==> config.mk <==
export PLATFORM = sky130hd
export DESIGN_NAME = fetch_stage_flat
export DESIGN_NICKNAME = d
export VERILOG_FILES = /design/src/rtl/params_pkg.sv /design/src/rtl/fetch_stage_if.sv /design/src/rtl/fetch_stage.sv /design/src/flat_wrapper.sv
export SDC_FILE = /design/constraint.sdc
export NUM_CORES = 1
export LEC_CHECK = 0
export ABC_AREA = 1
export CORE_MARGIN = 2
export CORE_UTILIZATION = 42
export CTS_BUF_LIST = sky130_fd_sc_hd__clkbuf_8
export DETAILED_ROUTE_END_ITERATION = 10
export PLACE_DENSITY = 0.84
export SYNTH_ARGS = -nofsm -noshare
export SYNTH_HDL_FRONTEND = slang
export SYNTH_SLANG_ARGS = --single-unit
==> constraint.sdc <==
create_clock -name clk_i -period 1.4 [get_ports clk_i]
set_input_delay 0.28 -clock clk_i [delete_from_list [all_inputs] [get_ports clk_i]]
set_output_delay 0.28 -clock clk_i [all_outputs]
set_load 0.005 [all_outputs]
==> src/rtl/params_pkg.sv <==
// rtl/params_pkg.sv - shared core widths and the instruction word type
package params_pkg;
  localparam int DATA_WIDTH = 32;
  localparam int ADDR_WIDTH = 32;

  typedef logic [DATA_WIDTH-1:0] instruction_t;
endpackage

==> src/rtl/fetch_stage_if.sv <==
// rtl/fetch_stage_if.sv - instruction-memory request/response and decode-side bundle of the fetch stage
interface fetch_stage_if #(
  parameter int DATA_WIDTH = params_pkg::DATA_WIDTH,
  parameter int ADDR_WIDTH = params_pkg::ADDR_WIDTH
);
  logic                  imem_req_o;
  logic [ADDR_WIDTH-1:0] imem_addr_o;
  logic                  imem_rvalid_i;
  logic [DATA_WIDTH-1:0] imem_rdata_i;
  logic                  valid_o;
  logic [ADDR_WIDTH-1:0] pc_o;
  logic [DATA_WIDTH-1:0] instruction_o;

  modport master (
    output imem_req_o,
    output imem_addr_o,
    input  imem_rvalid_i,
    input  imem_rdata_i,
    output valid_o,
    output pc_o,
    output instruction_o
  );

  modport slave (
    input  imem_req_o,
    input  imem_addr_o,
    output imem_rvalid_i,
    output imem_rdata_i,
    input  valid_o,
    input  pc_o,
    input  instruction_o
  );
endinterface

==> src/rtl/fetch_stage.sv <==
// rtl/fetch_stage.sv - single-outstanding instruction fetch with decode hold and ALU redirect
module fetch_stage #(
  parameter int                  DATA_WIDTH = params_pkg::DATA_WIDTH,
  parameter int                  ADDR_WIDTH = params_pkg::ADDR_WIDTH,
  parameter logic [ADDR_WIDTH-1:0] RESET_PC = '0
) (
  input  logic                  clk_i,
  input  logic                  rst_i,
  input  logic                  stall_i,
  input  logic                  is_jump_i,
  input  logic                  branch_taken_i,
  input  logic [ADDR_WIDTH-1:0] jump_target_i,
  fetch_stage_if.master         bus
);

  typedef enum logic [1:0] {
    FETCH = 2'd0,
    WAIT  = 2'd1,
    HOLD  = 2'd2
  } state_t;

  state_t                state_q, state_d;
  logic [ADDR_WIDTH-1:0] pc_q, pc_d;
  logic                  drop_q, drop_d;
  logic                  valid_q, valid_d;
  logic [ADDR_WIDTH-1:0] pc_out_q, pc_out_d;
  logic [DATA_WIDTH-1:0] instr_q, instr_d;
  logic                  req;
  logic                  redirect;
  logic [ADDR_WIDTH-1:0] tgt;
  logic                  unused_tgt_low;

  assign redirect       = is_jump_i | branch_taken_i;
  assign tgt            = {jump_target_i[ADDR_WIDTH-1:2], 2'b00};
  assign unused_tgt_low = ^jump_target_i[1:0];

  always_ff @(posedge clk_i) begin
    if (!rst_i) begin
      state_q  <= FETCH;
      pc_q     <= RESET_PC;
      drop_q   <= 1'b0;
      valid_q  <= 1'b0;
      pc_out_q <= '0;
      instr_q  <= '0;
    end else begin
      state_q  <= state_d;
      pc_q     <= pc_d;
      drop_q   <= drop_d;
      valid_q  <= valid_d;
      pc_out_q <= pc_out_d;
      instr_q  <= instr_d;
    end
  end

  // Redirect always wins: over stall in HOLD and over capturing a response in WAIT.
  always_comb begin
    state_d  = state_q;
    pc_d     = pc_q;
    drop_d   = drop_q;
    valid_d  = valid_q;
    pc_out_d = pc_out_q;
    instr_d  = instr_q;
    req      = 1'b0;
    unique case (state_q)
      FETCH: begin
        req     = 1'b1;
        state_d = WAIT;
        if (redirect) begin
          // The request for the old PC is already out; its response must be thrown away.
          pc_d   = tgt;
          drop_d = 1'b1;
        end
      end
      WAIT: begin
        if (bus.imem_rvalid_i) begin
          if (!drop_q && !redirect) begin
            instr_d  = bus.imem_rdata_i;
            pc_out_d = pc_q;
            valid_d  = 1'b1;
            pc_d     = pc_q + ADDR_WIDTH'(4);
            state_d  = HOLD;
          end else begin
            drop_d  = 1'b0;
            state_d = FETCH;
            if (redirect) begin
              pc_d = tgt;
            end
          end
        end else if (redirect) begin
          pc_d   = tgt;
          drop_d = 1'b1;
        end
      end
      HOLD: begin
        if (redirect) begin
          valid_d = 1'b0;
          pc_d    = tgt;
          state_d = FETCH;
        end else if (!stall_i) begin
          valid_d = 1'b0;
          state_d = FETCH;
        end
      end
      default: begin
        state_d = FETCH;
      end
    endcase
  end

  assign bus.imem_req_o    = req & rst_i;
  assign bus.imem_addr_o   = pc_q;
  assign bus.valid_o       = valid_q;
  assign bus.pc_o          = pc_out_q;
  assign bus.instruction_o = instr_q;

endmodule

==> src/flat_wrapper.sv <==
// flat-port wrapper written by rule: the top's interface ports become plain ports
module fetch_stage_flat 
#(
  parameter int                  DATA_WIDTH = params_pkg::DATA_WIDTH,
  parameter int                  ADDR_WIDTH = params_pkg::ADDR_WIDTH,
  parameter logic [ADDR_WIDTH-1:0] RESET_PC = '0
)
  (clk_i, rst_i, stall_i, is_jump_i, branch_taken_i, jump_target_i, bus_imem_req_o, bus_imem_addr_o, bus_imem_rvalid_i, bus_imem_rdata_i, bus_valid_o, bus_pc_o, bus_instruction_o);
  fetch_stage_if #(.DATA_WIDTH(DATA_WIDTH), .ADDR_WIDTH(ADDR_WIDTH)) bus_i ();
  input  logic clk_i;
  input  logic rst_i;
  input  logic stall_i;
  input  logic is_jump_i;
  input  logic branch_taken_i;
  input  logic [ADDR_WIDTH-1:0] jump_target_i;
  output wire logic [$bits(bus_i.imem_req_o)-1:0] bus_imem_req_o;
  output wire logic [$bits(bus_i.imem_addr_o)-1:0] bus_imem_addr_o;
  input wire logic [$bits(bus_i.imem_rvalid_i)-1:0] bus_imem_rvalid_i;
  input wire logic [$bits(bus_i.imem_rdata_i)-1:0] bus_imem_rdata_i;
  output wire logic [$bits(bus_i.valid_o)-1:0] bus_valid_o;
  output wire logic [$bits(bus_i.pc_o)-1:0] bus_pc_o;
  output wire logic [$bits(bus_i.instruction_o)-1:0] bus_instruction_o;
  assign bus_imem_req_o = bus_i.imem_req_o;
  assign bus_imem_addr_o = bus_i.imem_addr_o;
  assign bus_i.imem_rvalid_i = bus_imem_rvalid_i;
  assign bus_i.imem_rdata_i = bus_imem_rdata_i;
  assign bus_valid_o = bus_i.valid_o;
  assign bus_pc_o = bus_i.pc_o;
  assign bus_instruction_o = bus_i.instruction_o;
  fetch_stage #(.DATA_WIDTH(DATA_WIDTH), .ADDR_WIDTH(ADDR_WIDTH), .RESET_PC(RESET_PC)) u_core (.clk_i(clk_i), .rst_i(rst_i), .stall_i(stall_i), .is_jump_i(is_jump_i), .branch_taken_i(branch_taken_i), .jump_target_i(jump_target_i), .bus(bus_i));
endmodule
==> key figures, run 1 <==
Drt
  – DR iter-0 viols: approximately 920
  – Vias per inst: 5.82
  – Routed len/inst: 19.5 um
  – DRC: 0
  – Via count: ~6.6k
  – 1st-pass router iterations: 6
  – ANT nets after route: 0
  – Detailed Route WL: 22.2 mm

Floorplan
  – Initial core utilization: 0.425
  – Row count: 39
  – Core region area: 0.0113 sq mm
  – Die width: 111 um
  – Die height: 111 um
  – IO Pins: 168
  – Die area: 0.0123 sq mm

Flow run
  – MaxCap Viol Count: 0

Clocking
  – CTS Root Cell: clkbuf_8
  – Clk Latency, worst-skew pair: 0.40 ns
  – Num CTS Buffers: 9
  – CTS tree: done
  – Clock slew at reported path FFs: 0.11 ns
  – CTS H-tree depth: 3
  – CTS Hold Bufs: 0
  – CTS sink cnt: 100
  – CTS max path bufs: 2

Global route
  – Initial antenna violation count: 0
  – GRT Util Overall: 0.290
  – Largest net degree at the start of global routing: 39
  – Grt total ovfl: 0
  – First-pass GRT wire length: 29.1 mm
  – Vias in the first global route: 5804

STA
  – Setup Skew: 0.0191 ns
  – Slew Limit Headroom: 0.719
  – Final Cycle Share: 1.16
  – Max Slew Vio Count: 0
  – Fmax: about 0.62 GHz
  – Post-layout minimum cycle time: 1.62 ns
  – Final hold viol count: 0
  – Setup slack after layout: -0.223 ns
  – WHS: 0.301 ns
  – Worst Tran Pin Value: 0.422 ns
  – Setup violations, final: 32
  – RSZ-0062 raised after global routing: true

Synth
  – Post-synth EDFFs: 0
  – Top post-synthesis cells by area: dfxtp_1 42%, o21ai_0 11%, nand2_1 11%, nor2_1 9.9%, a21oi_1 9.0%
  – FFs w/ async S/R, synth: 0
  – Post-synthesis sequential area ratio: 0.418
  – Syn_area_per_cell: 6.66 sq um
  – Unique masters post-synth: 32
  – Cells after Synth: 719
  – Synth Net Count: a little under 800
  – Flop and latch count out of synthesis: 100
  – Area fraction of the dominant cell type after synthesis: 0.418
  – Largest area contributor in the netlist: dfxtp_1
  – Synth Flop Type: dfxtp_1
  – Synthesized area: 0.00479 sq mm
  – Ys Warns: 0

Cells and area
  – Antenna diodes: 0
  – FILL cells: about 740
  – Most frequent cells in the layout: 111 x nand2_1, 97 x buf_4, 95 x o21ai_0
  – Commonest non-fill, non-tap cell in the layout: nand2_1
  – Nets: 1062
  – Area Growth Syn to Fin: 74.7%
  – Layout cells sized above 1: 0.351
  – Layout Cells excl Fill: 1138
  – Post-layout util: 0.743

Power
  – Max VDD drop: 572 uV
  – Pleak: 0.00367 uW
  – Power per cell area: 767 mW/mm^2

Worst hold path
  – HP Class: in -> reg
  – Cell depth of the worst hold path: 3

Setup path
  – CP required: 1.71 ns
  – Slowest stage cell, crit path: dfxtp_2
  – R2R depth: 10
  – CP Capture Type: flop
  – Critical path arrival: approximately 1.9 ns
  – Crit path largest cell delay: 0.37 ns
  – Critical Path Most Common Cell: buf_4
  – CP max FO: 4
  – Kind of start point of the critical path: flop
  – Cell breakdown of the critical path: buf_6 -> nand2_2 -> buf_4 -> nor2_4 -> buf_4 -> buf_4 -> nand2_1 -> nand2_1 -> nand3_1 -> a21oi_1
  – Stages on worst setup path: 10
  – Crit path kind: reg -> reg
  – WP buf/inv: 4
  – Delay-heaviest family, CP: buffers and inverters

Status
  – Failing checks: negative setup slack
  – Outcome: complete, but fails checks

Placed design
  – GPL Wtd Cong: 0.931
  – Pre-CTS WS: -0.484 ns
  – PortBufs: 165
  – Dpl cells: ~1.1k
  – DP Wirelength: 11.5 mm
## per-layer routing
metal / wire length (um) / part of all wire / global-route usage
met5: 0 / 0 / 0
met1: 8450 / 0.38 / 0.361
met2: 10100 / 0.46 / 0.484
met3: 2270 / 0.10 / 0.0530
met4: 1350 / 0.061 / 0.145
## repair_timing
item                                    4_1_cts  5_1_grt
resized for setup                           243      158
gates cloned                                  3        2
pin swaps                                    21       63
endpoints found under the setup margin      170       81
setup buffers                                30       12
## final cells by class
cell class                 count  area, sq um  share of cell area
clock buffer                   9          124              0.0148
inverter                      47          191              0.0229
multi-input combinational    535         2900               0.347
clock inverter                 6         65.1             0.00777
sequential                   100         2120               0.253
tap                          143          179              0.0214
timing repair buffer         298         2790               0.333
## cells in the mapped netlist (2+ instances only)
master,number
a21oi_1,86
and2_1,2
buf_2,16
buf_4,2
clkbuf_1,19
dfxtp_1,100
inv_1,41
inv_2,4
nand2_1,138
nand2_2,5
nand3_1,33
nand4_1,2
nor2_1,127
nor2_2,3
nor2_4,5
nor3_1,2
o21ai_0,108
o21ai_1,4
o22ai_1,6
xor2_1,4
## final timing paths
check	start	slack, ns	to
max	u_core.bus.imem_addr_o[13]	-0.22	u_core.bus.imem_addr_o[17]
min	bus_imem_rvalid_i	0.30	u_core.state_q[0]
max reg2reg	u_core.bus.imem_addr_o[13]	-0.22	u_core.bus.imem_addr_o[17]
min reg2reg	u_core.bus.instruction_o[1]	0.47	u_core.bus.instruction_o[1]
## flip-flops by register name, indices dropped and copies added (netlist names)
name                      count
u_core.drop_q                 1
u_core.bus.imem_addr_o       32
u_core.state_q                2
u_core.bus.pc_o              32
u_core.bus.instruction_o     32
u_core.bus.valid_o            1
## per-stage QoR
step	instance area, sq um	setup TNS, ns	total power (uW)
after floorplan	4800	-0.0296	3560
after global placement	7170	-32.48	4250
after detailed placement	7170	-38.23	4270
after CTS	7830	-0.196	6160
after global routing	8370	-4.86	6630
final	8370	-2.98	6420
## cells by family (layout without fill, tap and decap cells)
logic type      count (synthesis)  after routing  synth area share
fa+ha+maj                       1              1           0.00261
compound gates                209            209             0.223
buf+inv                        84            360            0.0718
xor+xnor                        5              5           0.00914
simple gates                  320            320             0.276
flops                         100            100             0.418
## worst register-to-register path: stages, from the launching register on
cell and delay [ns]:
dfxtp_2 0.37, buf_6 0.11, nand2_2 0.08, buf_4 0.15, nor2_4 0.14, buf_4 0.14
buf_4 0.13, nand2_1 0.07, nand2_1 0.09, nand3_1 0.09, a21oi_1 0.15
## report_power, final
group / total (uW) / leakage [uW] / internal, uW / switching (uW)
Combinational: 1410 / 0.00273 / 702 / 712
Sequential: 3070 / 0.000849 / 2970 / 101
Clock: 1930 / 0.0000891 / 818 / 1110
Note: power is estimated with default switching activity, not from simulation.
==> run 2: changes to the inputs <==
Settings changed: CAP_MARGIN set to 20, CORE_UTILIZATION 42 to 45, PLACE_DENSITY 0.84 to 0.86.
Clock period 1.4 ns to 1.5 ns, I/O delays scaled along.
==> run 2 against run 1 <==
  * The run still ends with negative setup slack left
  * Combinational power decreased by 15%
  * Cell count decreased by 1.8%
  * Count of clock-buffer cells in the layout unchanged
  * Flip-flop and latch count unchanged
  * Via count decreased by 6.7%
  * Total power decreased by 8.1%
  * Setup slack improved by 0.20 ns
  * Non-clock buffer count decreased by 15
  * Global-route usage increased by 0.36 points
  * Critical path type unchanged
  * Critical endpoint is now u_core.bus.imem_addr_o[12]
  * Largest cell class unchanged
  * Highest routed layer unchanged
==> key figures, run 2 (same netlist as run 1, synthesis figures left out) <==
Status
  – Outcome: complete, but fails checks
  – Failing checks: negative setup slack

Drt
  – Via count: 6179
  – Routed len/inst: ~17 um
  – 1st-pass router iterations: 6
  – DRC: 0
  – ANT nets after route: 0
  – Vias per inst: 5.53
  – DR iter-0 viols: approximately 640
  – Detailed Route WL: between 15 and 20 mm

Setup path
  – Kind of start point of the critical path: flop
  – Critical path arrival: 1.80 ns
  – Worst r2r src: u_core.bus.imem_addr_o[3]
  – CP Capture Type: flop
  – Slack of the worst reg-to-reg path: -0.02 ns
  – R2R depth: 9
  – RR Endpoint: u_core.bus.imem_addr_o[12]
  – Crit path kind: reg -> reg
  – Worst Setup SP: u_core.bus.imem_addr_o[3]
  – CP required: 1.77 ns
  – CP max FO: 5

STA
  – Setup violations, final: 4
  – Max Slew Vio Count: 0
  – RSZ-0062 raised after global routing: true
  – Slew Limit Headroom: 0.517
  – Final Cycle Share: 1.01
  – Setup Skew: 0.0150 ns
  – Worst Tran Pin Value: 0.725 ns
  – Post-layout minimum cycle time: 1.52 ns
  – Setup slack after layout: -0.0217 ns
  – Final hold viol count: 0
  – Fmax: 0.657 GHz

Floorplan
  – Core region area: 0.0103 sq mm
  – Initial core utilization: 0.464
  – Die width: roughly 110 um
  – IO Pins: 168
  – Die area: 0.0115 sq mm
  – Row count: 37
  – Die height: 107 um

Global route
  – Vias in the first global route: 5509
  – First-pass GRT wire length: roughly 27 mm
  – Largest net degree at the start of global routing: 84
  – Grt total ovfl: 0
  – GRT Util Overall: 0.294
  – Initial antenna violation count: 0

Worst hold path
  – HP Start: rst_i
  – Cell depth of the worst hold path: 4
  – HP Class: in -> reg
  – Worst hold endpoint: u_core.bus.imem_addr_o[30]

Cells and area
  – Area Growth Syn to Fin: 67.2%
  – Most frequent cells in the layout: 124 x nand2_1, 103 x o21ai_0, 100 x buf_4
  – Nets: 1047
  – Layout cells sized above 1: 0.299
  – Post-layout util: 0.776
  – Antenna diodes: 0
  – Commonest non-fill, non-tap cell in the layout: nand2_1
  – Design Area, Final: 0.00801 sq mm
  – Layout Cells excl Fill: roughly 1.1k

Placed design
  – Pre-CTS WS: -0.446 ns
  – Placed inst area: 0.00710 sq mm
  – GPL Wtd Cong: between 0.9 and 1
  – DP Wirelength: 11.7 mm
  – PortBufs: around 170
  – Dpl cells: 1064

Clocking
  – Clk Latency, worst-skew pair: around 0.39 ns
  – CTS max path bufs: 2
  – Num CTS Buffers: 9
  – CTS Root Cell: clkbuf_8
  – CTS tree: done
  – CTS sink cnt: 100
  – CTS Hold Bufs: 0
  – Clock slew at reported path FFs: 0.10 ns
  – CTS H-tree depth: 3

Power
  – Max VDD drop: 481 uV
  – Power per cell area: between 700 and 800 mW/mm^2
  – Tot Pwr: slightly below 6000 uW
  – Pleak: 0.00365 uW

Flow run
  – MaxCap Viol Count: 0
run 2: report_power, final:
part	switching, uW	leakage, uW	internal (uW)
logic	582	0.00269	616
clock network	1050	0.000106	800
registers	76.2	0.000853	2780
run 2: timing repair:
action | in CTS | in global routing
gates cloned | 1 | 2
pin swaps | 9 | 27
gates resized for setup | 195 | 95
setup buffers | 27 | 8
endpoints found under the setup margin | 125 | 91
run 2: worst max-delay path by stage:
stage	to	slack, ns	cells past startpoint
2_1_floorplan	u_core.bus.imem_addr_o[28]	0.07	10
3_3_place_gp	u_core.bus.instruction_o[2]	-0.35	10
3_5_place_dp	u_core.bus.instruction_o[2]	-0.45	10
4_1_cts	u_core.bus.imem_addr_o[19]	-0.0004	9
5_1_grt	u_core.bus.imem_addr_o[30]	-0.12	9
6_report	u_core.bus.imem_addr_o[12]	-0.02	9
run 2: area by class of cell:
| cell class | instances | area [sq um] |
|---|---|---|
| clock inverters | 7 | 86.3 |
| well taps | 136 | 170 |
| repair buffers | 283 | 2610 |
| multi-input cells | 535 | 2710 |
| inverters | 47 | 194 |
| flip-flops and latches | 100 | 2120 |
| fillers | 705 | 2310 |
| clock buffers | 9 | 124 |
run 2: worst max-delay path: stages, from the launching register on:
cell and delay [ns]:
dfxtp_4 0.37, ha_4 0.16, nand2_2 0.12, nor2_4 0.05, nand2_4 0.12, nor2_4 0.05, buf_4 0.14, or2_2 0.26
nand3_1 0.07, a21oi_1 0.07
run 2: metrics by stage:
stage / hold WS [ns] / TNS [ns]
CTS: 0.413 / -0.000366
global placement: 0.432 / -24.47
detailed placement: 0.449 / -31.26
global route: 0.428 / -1.09
floorplan: 0.415 / 0
finish: 0.404 / -0.0572
run 2: routing by layer:
metal | up-vias | GRT usage | wire, um
li1 | 2891 | - | -
met1 | 2828 | 0.358 | 7140
met2 | 385 | 0.516 | 9320
met3 | 75 | 0.0432 | 1740
met4 | 0 | 0.123 | 758
met5 | - | 0 | 0
